$ cat config.mk
export PLATFORM = sky130hd
export DESIGN_NAME = sample_frame_reader_flat
export DESIGN_NICKNAME = d
export VERILOG_FILES = /design/src/rtl/sample_frame_reader_if.sv /design/src/rtl/sample_frame_reader.sv /design/src/flat_wrapper.sv
export SDC_FILE = /design/constraint.sdc
export NUM_CORES = 1
export LEC_CHECK = 0
export ABC_AREA = 1
export CAP_MARGIN = 20
export CORE_ASPECT_RATIO = 1.25
export CORE_MARGIN = 2
export CORE_UTILIZATION = 36
export CTS_CLUSTER_SIZE = 14
export DETAILED_ROUTE_END_ITERATION = 8
export MAX_ROUTING_LAYER = met4
export PLACE_DENSITY = 0.57
export SLEW_MARGIN = 20
export SYNTH_ARGS = -nofsm -noshare
export SYNTH_HDL_FRONTEND = slang
export SYNTH_SLANG_ARGS = --single-unit
$ cat constraint.sdc
create_clock -name clk_i -period 2.8 [get_ports clk_i]
set_clock_uncertainty 0.05 [all_clocks]
set_input_delay 0.28 -clock clk_i [delete_from_list [all_inputs] [get_ports clk_i]]
set_output_delay 0.28 -clock clk_i [all_outputs]
set_load 0.02 [all_outputs]
$ cat src/rtl/sample_frame_reader_if.sv
// RAM read port plus sample valid/ready stream of sample_frame_reader.
// master = the reader; slave = RAM and downstream consumer.
interface sample_frame_reader_if #(
   parameter int ADDR_W = 9,
   parameter int DATA_W = 24
);
   logic              ram_rd_en_o;
   logic [ADDR_W-1:0] ram_rd_addr_o;
   logic [DATA_W-1:0] ram_rd_data_i;
   logic [DATA_W-1:0] sample_o;
   logic              sample_valid_o;
   logic              sample_ready_i;
   logic              frame_last_o;

   modport master (
      output ram_rd_en_o, ram_rd_addr_o, sample_o, sample_valid_o, frame_last_o,
      input  ram_rd_data_i, sample_ready_i
   );

   modport slave (
      input  ram_rd_en_o, ram_rd_addr_o, sample_o, sample_valid_o, frame_last_o,
      output ram_rd_data_i, sample_ready_i
   );
endinterface

$ cat src/rtl/sample_frame_reader.sv
// Reads one stored audio frame from the sample RAM and streams it over valid/ready.
// Optional `SAMPLE_FRAME_READER_PENDING_EN latches one early buffer-ready pulse.
module sample_frame_reader #(
   parameter int DEPTH  = 512,
   parameter int ADDR_W = $clog2(DEPTH),
   parameter int DATA_W = 24
) (
   input  logic                  clk_i,
   input  logic                  rst_i,
   input  logic                  buffer_ready_i,
   sample_frame_reader_if.master bus,
   output logic                  busy_o,
   output logic                  overrun_o,
   output logic [7:0]            overrun_cnt_o
);

   typedef enum logic [1:0] {IDLE, READ, DRAIN} state_t;

   typedef struct packed {
      logic [DATA_W-1:0] data;
      logic              last;
   } entry_t;

   localparam logic [ADDR_W-1:0] LAST_ADDR = ADDR_W'(DEPTH - 1);

   state_t            state_q;
   logic [ADDR_W-1:0] addr_q;
   logic              inflight_q;
   logic              inflight_last_q;
   entry_t            fifo_q [2];
   logic              rd_ptr_q;
   logic              wr_ptr_q;
   logic [1:0]        count_q;
   logic              overrun_q;
   logic [7:0]        ovf_cnt_q;

   logic              pop;
   logic              push;
   logic              rd_en;
   logic [2:0]        need;
   logic [1:0]        count_d;
   logic              busy;
   logic              start;
   logic              drain_done;

`ifdef SAMPLE_FRAME_READER_PENDING_EN
   logic              pend_q;
   assign start = buffer_ready_i || pend_q;
`else
   assign start = buffer_ready_i;
`endif

   always_comb begin
      // NOTE: each always_comb output is assigned unconditionally up front so no latch is inferred.
      pop     = (count_q != 2'd0) && bus.sample_ready_i;
      push    = inflight_q;
      // Issue only when the returning word is guaranteed a FIFO slot.
      need    = 3'(count_q) + 3'(inflight_q) + 3'd1 - 3'(pop);
      rd_en   = (state_q == READ) && (need <= 3'd2);
      count_d = count_q + 2'(push) - 2'(pop);
   end

   assign busy       = (state_q != IDLE);
   assign drain_done = !inflight_q && ((count_q == 2'd0) || ((count_q == 2'd1) && pop));

   assign bus.ram_rd_en_o    = rd_en;
   assign bus.ram_rd_addr_o  = rd_en ? addr_q : '0;
   assign bus.sample_o       = fifo_q[rd_ptr_q].data;
   assign bus.sample_valid_o = (count_q != 2'd0);
   assign bus.frame_last_o   = fifo_q[rd_ptr_q].last;
   assign busy_o             = busy;
   assign overrun_o          = overrun_q;
   assign overrun_cnt_o      = ovf_cnt_q;

   // NOTE: sequential state uses non-blocking assignments only, so every register samples pre-edge values.
   always_ff @(posedge clk_i or posedge rst_i) begin
      if (rst_i) begin
         state_q         <= IDLE;
         addr_q          <= '0;
         inflight_q      <= 1'b0;
         inflight_last_q <= 1'b0;
         // NOTE: the two FIFO entries are reset because the head drives sample_o, which must read 0 out of reset.
         fifo_q[0]       <= '0;
         fifo_q[1]       <= '0;
         rd_ptr_q        <= 1'b0;
         wr_ptr_q        <= 1'b0;
         count_q         <= 2'd0;
         overrun_q       <= 1'b0;
         ovf_cnt_q       <= 8'd0;
`ifdef SAMPLE_FRAME_READER_PENDING_EN
         pend_q          <= 1'b0;
`endif
      end else begin
         inflight_q      <= rd_en;
         inflight_last_q <= rd_en && (addr_q == LAST_ADDR);
         if (push) begin
            fifo_q[wr_ptr_q] <= '{data: bus.ram_rd_data_i, last: inflight_last_q};
            wr_ptr_q         <= ~wr_ptr_q;
         end
         if (pop) rd_ptr_q <= ~rd_ptr_q;
         count_q   <= count_d;

         overrun_q <= buffer_ready_i && busy;
         if (buffer_ready_i && busy && (ovf_cnt_q != 8'hFF)) ovf_cnt_q <= ovf_cnt_q + 8'd1;
`ifdef SAMPLE_FRAME_READER_PENDING_EN
         if (buffer_ready_i && busy && !pend_q) pend_q <= 1'b1;
`endif

         case (state_q)
            IDLE: begin
               if (start) begin
                  state_q <= READ;
                  addr_q  <= '0;
`ifdef SAMPLE_FRAME_READER_PENDING_EN
                  pend_q  <= 1'b0;
`endif
               end
            end
            READ: begin
               if (rd_en) begin
                  addr_q <= addr_q + 1'b1;
                  if (addr_q == LAST_ADDR) state_q <= DRAIN;
               end
            end
            DRAIN: begin
               if (drain_done) begin
`ifdef SAMPLE_FRAME_READER_PENDING_EN
                  if (pend_q) begin
                     state_q <= READ;
                     addr_q  <= '0;
                     pend_q  <= 1'b0;
                  end else begin
                     state_q <= IDLE;
                  end
`else
                  state_q <= IDLE;
`endif
               end
            end
            default: state_q <= IDLE;
         endcase
      end
   end

endmodule

$ cat src/flat_wrapper.sv
// flat-port wrapper written by rule: the top's interface ports become plain ports
module sample_frame_reader_flat 
#(
   parameter int DEPTH  = 512,
   parameter int ADDR_W = $clog2(DEPTH),
   parameter int DATA_W = 24
)
  (clk_i, rst_i, buffer_ready_i, busy_o, overrun_o, overrun_cnt_o, bus_ram_rd_en_o, bus_ram_rd_addr_o, bus_sample_o, bus_sample_valid_o, bus_frame_last_o, bus_ram_rd_data_i, bus_sample_ready_i);
  sample_frame_reader_if #(.ADDR_W(ADDR_W), .DATA_W(DATA_W)) bus_i ();
  input  logic clk_i;
  input  logic rst_i;
  input  logic buffer_ready_i;
  output logic busy_o;
  output logic overrun_o;
  output logic [7:0] overrun_cnt_o;
  output wire logic [$bits(bus_i.ram_rd_en_o)-1:0] bus_ram_rd_en_o;
  output wire logic [$bits(bus_i.ram_rd_addr_o)-1:0] bus_ram_rd_addr_o;
  output wire logic [$bits(bus_i.sample_o)-1:0] bus_sample_o;
  output wire logic [$bits(bus_i.sample_valid_o)-1:0] bus_sample_valid_o;
  output wire logic [$bits(bus_i.frame_last_o)-1:0] bus_frame_last_o;
  input wire logic [$bits(bus_i.ram_rd_data_i)-1:0] bus_ram_rd_data_i;
  input wire logic [$bits(bus_i.sample_ready_i)-1:0] bus_sample_ready_i;
  assign bus_ram_rd_en_o = bus_i.ram_rd_en_o;
  assign bus_ram_rd_addr_o = bus_i.ram_rd_addr_o;
  assign bus_sample_o = bus_i.sample_o;
  assign bus_sample_valid_o = bus_i.sample_valid_o;
  assign bus_frame_last_o = bus_i.frame_last_o;
  assign bus_i.ram_rd_data_i = bus_ram_rd_data_i;
  assign bus_i.sample_ready_i = bus_sample_ready_i;
  sample_frame_reader #(.DEPTH(DEPTH), .ADDR_W(ADDR_W), .DATA_W(DATA_W)) u_core (.clk_i(clk_i), .rst_i(rst_i), .buffer_ready_i(buffer_ready_i), .bus(bus_i), .busy_o(busy_o), .overrun_o(overrun_o), .overrun_cnt_o(overrun_cnt_o));
endmodule
* After elaboration in Yosys (flattened, before gate mapping)
Index checks and enable logic that the tools add are counted.
** Cells by class
- Add/sub/neg operators :: 7
- Multiply operators :: 0
- Div/mod/pow operators :: 0
- $lt $le $gt $ge :: 4
- Eq/ne operators :: 9
- Shifts and indexed selects :: 0
- Mux-type cells :: 15
- Bitwise logic cells :: 4
- Reduce and logical (&&, ||, !) cells :: 17
** Operators with widths (number)
- 25-bit two-way mux :: 4
- 50-bit bitwise mux :: 1
- 9-bit two-way mux :: 3
- 25-bit demux with 1-bit select :: 1
- 9-bit one-hot mux with 2 select lines :: 1
- 9-bit by 1-bit adder with 9-bit output (second input constant) :: 1
- 9-bit equality test (second input constant) :: 1
- 8-bit by 1-bit adder with 8-bit output (second input constant) :: 1
- 1-bit logical AND :: 8
- 2-bit two-way mux :: 4
- 8-bit != test (second input constant) :: 1
- 2-bit one-hot mux with 3 select lines :: 1
- 2-bit nonzero test :: 3
- 2-bit by 1-bit equality test with 1-bit output (second input constant) :: 2
- 2-bit greater-or-equal comparator (second input constant) :: 2
- 2-bit logical NOT :: 2
- 2-bit by 1-bit != test with 1-bit output (second input constant) :: 2
- 2-bit != test (second input constant) :: 2
- 1-bit inverter with 2-bit output :: 2
- 4-bit AND reduction :: 1
- 2-bit by 1-bit adder with 3-bit output :: 1
- 3-bit by 1-bit adder with 3-bit output (second input constant) :: 1
- 3-bit by 2-bit <= comparator with 1-bit output (second input constant) :: 1
- 3-bit AND reduction :: 1
- other kinds (8) :: 9
** Storage, ports and cells
- Bits in registers :: 76
- Bits in latches :: 0
- Memory bits (writable) :: 0
- Bits in read-only memories :: 0
- Input port bits :: 28
- Output and inout port bits :: 46
- Logic and storage cells :: 69
- Memories kept :: 0

* Depth between registers and ports, before layout
- Word-level depth :: 7
- Depth in mapped cells :: 15
- Gate-level depth less buffers :: 15

* Worst setup path before layout
No wires, ideal clock.
- Kind :: register to output
- Start :: reg u_core.count_q[1]
- End :: out bus_ram_rd_addr_o[0]
- Arrival time :: 2180 ps
- Required time :: 2470 ps
- Path slack :: 290 ps
- Stages on the path, launching flop included :: 13
- Path buffers :: 1
- Cells stage by stage :: dfrtp_1 -> inv_1 -> nand2_1 -> nand2_1 -> inv_1 -> fa_1 -> inv_1 -> ha_1 -> nand3_1 -> nand2_1 -> nand2_4 -> buf_6 -> nor2_1
** On the way
- Word-level cells in the longest chain between the ends :: 6
- Elaborated cells between the ends (all ways) :: 8
- Classes of those cells :: 3 x add/sub; 1 x order compare; 1 x mux; 3 x reduce/logical
** RTL lines
- start: declaration :: RTL line sample_frame_reader.sv:33 : logic [1:0] count_q;
- start signal: assignment :: RTL line sample_frame_reader.sv:101 : count_q <= count_d;
- 2-bit nonzero test
- via bus_sample_valid_o :: RTL line flat_wrapper.sv:19 : output wire logic [$bits(bus_i.sample_valid_o)-1:0] bus_sample_valid_o;
- 1-bit logical AND :: RTL line sample_frame_reader.sv:55 : pop = (count_q != 2'd0) && bus.sample_ready_i;
- via u_core.pop :: RTL line sample_frame_reader.sv:37 : logic pop;
- 3-bit by 1-bit subtractor with 3-bit output :: RTL line sample_frame_reader.sv:58 : need = 3'(count_q) + 3'(inflight_q) + 3'd1 - 3'(pop);
- 3-bit by 2-bit <= comparator with 1-bit output :: RTL line sample_frame_reader.sv:59 : rd_en = (state_q == READ) && (need <= 3'd2);
- 1-bit logical AND :: RTL line sample_frame_reader.sv:59
- 9-bit two-way mux :: RTL line sample_frame_reader.sv:67 : assign bus.ram_rd_addr_o = rd_en ? addr_q : '0;
- end: declaration :: RTL line flat_wrapper.sv:17 : output wire logic [$bits(bus_i.ram_rd_addr_o)-1:0] bus_ram_rd_addr_o;
The timed path passes the listed nets, and every way through them passes these cells.

* Worst setup path after layout
- Start :: reg u_core.count_q[0]
- End :: out bus_ram_rd_addr_o[1]
** On the way
- Word-level cells in the longest chain between the ends :: 6
- Elaborated cells between the ends (all ways) :: 8
- Classes of those cells :: 3 x add/sub; 1 x order compare; 1 x mux; 3 x reduce/logical
** RTL lines (RTL line)
- 2-bit nonzero test :: sample_frame_reader.sv:55
- 1-bit logical AND :: sample_frame_reader.sv:55
- via u_core.pop :: sample_frame_reader.sv:37
- 3-bit by 1-bit subtractor with 3-bit output :: sample_frame_reader.sv:58
- 3-bit by 2-bit <= comparator with 1-bit output :: sample_frame_reader.sv:59
- 1-bit logical AND :: sample_frame_reader.sv:59
- 9-bit two-way mux :: sample_frame_reader.sv:67
The timed path passes the listed nets, and every way through them passes these cells.

==> out/qor.txt <==
Period Utilization, post-route: 0.946
CP Class: register to primary output
Max-cap violations: 0
sequential share of power: 0.300
CP Cell Sequence: inv_2, nand2_1, nand2_1, inv_1, fa_2, nand3_1, nand2_2, nand2_4, nor2_1, clkdlybuf4s15_2
Vias: 3049
routing usage on met2: 0.256
H-tree depth: 3
CTS Buffer Depth: 2
register-to-register setup slack: 0.37 ns
status: finished clean
Final Critical Period: 2.65 ns
worst stage delay on the critical path: 0.59 ns
grt ovf: 0
setup TNS: 0 ns
nets@finish: 575
CP required: 2.47 ns
Die Span Y: 117 um
critical path arrival: 2.32 ns
Syn Std Cell Area: 3690 um^2
# diodes: 0
FP Rows: 41
Synth Instances: 454
sw power: 2.47 mW
Synth cell types: 28
Clk pwr share: 0.200
Worst Hold Class: input pin to async pin
Critical Path End Type: primary output
Top cell by count, worst path: nand2_1
max_slew headroom: 0.571
placer congestion estimate: 0.838
Finished Layout Cells: 672
power share of the combinational group: 0.501
vias in the first global route: 2889
Highest Clock Rate: 377 MHz
Post-Syn Nets: 490
grt met1 use: 0.199
WL final: 7960 um
area grow syn2layout: 33.7%
max-slew violations: 0
# setup viols final: 0
Port Buffer Count: 73
TritonCTS clock tree: built
Slew @ Worst Pin: 0.642 ns
die width: 94.5 um
TritonCTS buffer count: 9
num ports: 74
Synth warnings: 0
post-DR vias/cell: 4.54
DRT antenna net count: 0
CP delay by family, top: simple AND/OR/NAND/NOR gates
Root Buffer: clkbuf_16
Std-Cell Core Area: 10100 um^2
Top Usage Layer GRT: met2
clk_lat worst skew: 0.32 ns
Reg clk slew, reported paths: 0.06 ns
Post-route DRC: 0
Initial Util: 0.367
WHS: 0.293 ns
die area: 11100 um^2
Crit Path Max Fanout: 7
peak supply drop: 617 uV
share of layout cells above drive strength 1: 0.125
Slowest cell on crit path: fa_2
sw frac: 0.399
Avg WL per Cell: 11.8 um
pin count of the biggest net entering global routing: 51
P_int: 3.72 mW
static leakage: 2.50 nW
Placed Cells: 653
Pwr Density: 1260 nW/um^2
Buf/Inv on CP: 3
All-Layer GR Usage: 0.157
first-pass GRT wire length: 13200 um
crit path launch type: register
antenna violations before repair: 0
met3 usage: 0.0301
HPWL Detailed: 5270 um
RSZ-0062 raised after global routing: false
Pre-antenna DRT Iters: 4
Yosys reg bits: 76
Power, Total: 6.20 mW
clk sinks: 76
Final Hold Vio Count: 0
hold_buf cts: 0
Syn Area/Cell: 8.12 um^2
sequential area share after synthesis: 0.516
initial drt markers: 120
[cell type report]
type | instances | area (um^2)
flip-flops and latches | 76 | 1900
repair buffers | 90 | 840
clock inverters | 4 | 72.6
inverters | 63 | 240
multi-input cells | 299 | 1460
well taps | 129 | 161
fillers | 1001 | 5130
clock buffers | 11 | 253
[layout by cell type (no fill, tap or decap), types with 9 or more instances in the layout]
cell	instances
nand2_1	167
dfrtp_1	76
clkdlybuf4s50_1	63
inv_1	54
o21ai_0	33
o21ai_1	21
nor2_1	19
nand3_1	17
buf_4	16
clkbuf_16	9
[flip-flops by register name, indices dropped and copies added, names as in the netlist]
name and flops:
u_core.fifo_q 50, u_core.count_q 2, u_core.inflight_q 1, u_core.inflight_last_q 1
u_core.wr_ptr_q 1, u_core.overrun_cnt_o 8, u_core.state_q 2, u_core.addr_q 9
u_core.overrun_o 1, u_core.rd_ptr_q 1
[synth_stat cells]
cell	number	area share
o21ai_0	33	0.045
buf_4	1	0.0020
nor2_4	4	0.012
xor2_1	7	0.017
inv_2	5	0.0051
fa_1	1	0.0054
ha_1	7	0.024
buf_2	6	0.0081
nand4_1	3	0.0051
o211ai_1	1	0.0020
dfrtp_1	76	0.52
or2_1	1	0.0017
nor2_1	19	0.019
clkinv_1	1	0.0010
nand2_4	1	0.0031
buf_6	3	0.0092
inv_1	56	0.057
inv_4	1	0.0017
clkbuf_1	7	0.0071
xnor2_1	4	0.0095
nand2_1	168	0.17
nand2_8	1	0.0054
nand2_2	1	0.0017
o21ai_2	7	0.017
a21oi_1	1	0.0014
nor3_1	1	0.0014
o21ai_1	21	0.029
nand3_1	17	0.023
[metal layers]
metal,vias to the layer above,part of all wire,wire length [um]
li1,1558,-,-
met1,1416,0.47,3730
met2,68,0.47,3770
met3,7,0.046,368
met4,0,0.011,84
met5,-,0,0
[power groups by stage]
| stage | clock [mW] | combinational, mW | sequential [mW] |
|---|---|---|---|
| CTS | 1.28 | 3.17 | 1.85 |
| global placement | 0 | 3.03 | 1.85 |
| finish | 1.24 | 3.10 | 1.86 |
| global route | 1.33 | 3.47 | 1.92 |
| floorplan | 0 | 1.88 | 1.86 |
| detailed placement | 0 | 3.07 | 1.87 |
[path summary, 6_finish.rpt]
kind                                        start                 endpoint  cells past startpoint
worst max-delay path            u_core.count_q[0]     bus_ram_rd_addr_o[1]                     10
worst min-delay path                        rst_i  u_core.overrun_cnt_o[4]                      2
worst max register to register  u_core.count_q[0]         u_core.addr_q[7]                     15
worst min register to register  u_core.fifo_q[34]        u_core.fifo_q[34]                      2
max in group asynchronous                   rst_i        u_core.fifo_q[24]                      3
min in group clk_i              u_core.fifo_q[34]        u_core.fifo_q[34]                      2
[kinds of logic after synthesis]
| kind of cell | Yosys count | synth area share |
|---|---|---|
| XOR/XNOR | 11 | 0.0261 |
| AO/OA/AOI/OAI | 63 | 0.0933 |
| flip-flops | 76 | 0.516 |
| AND/OR/NAND/NOR | 216 | 0.244 |
| adder cells (fa/ha/maj) | 8 | 0.0292 |
| buffers and inverters | 80 | 0.0913 |
[through the flow]
stage	utilization	area, um^2	setup slack [ns]
finish	0.490	4930	0.150
global route	0.490	4930	0.00607
CTS	0.494	4960	0.000115
detailed placement	0.457	4600	-0.121
global placement	0.457	4600	-0.0464
floorplan	-	3690	0.290
[repair_timing]
item                                    CTS  global route
endpoints found under the setup margin   10            10
cloned                                    1             0
resized for setup                        26             9
buffers inserted                          3             0
Power figures use the tool's default switching activity.
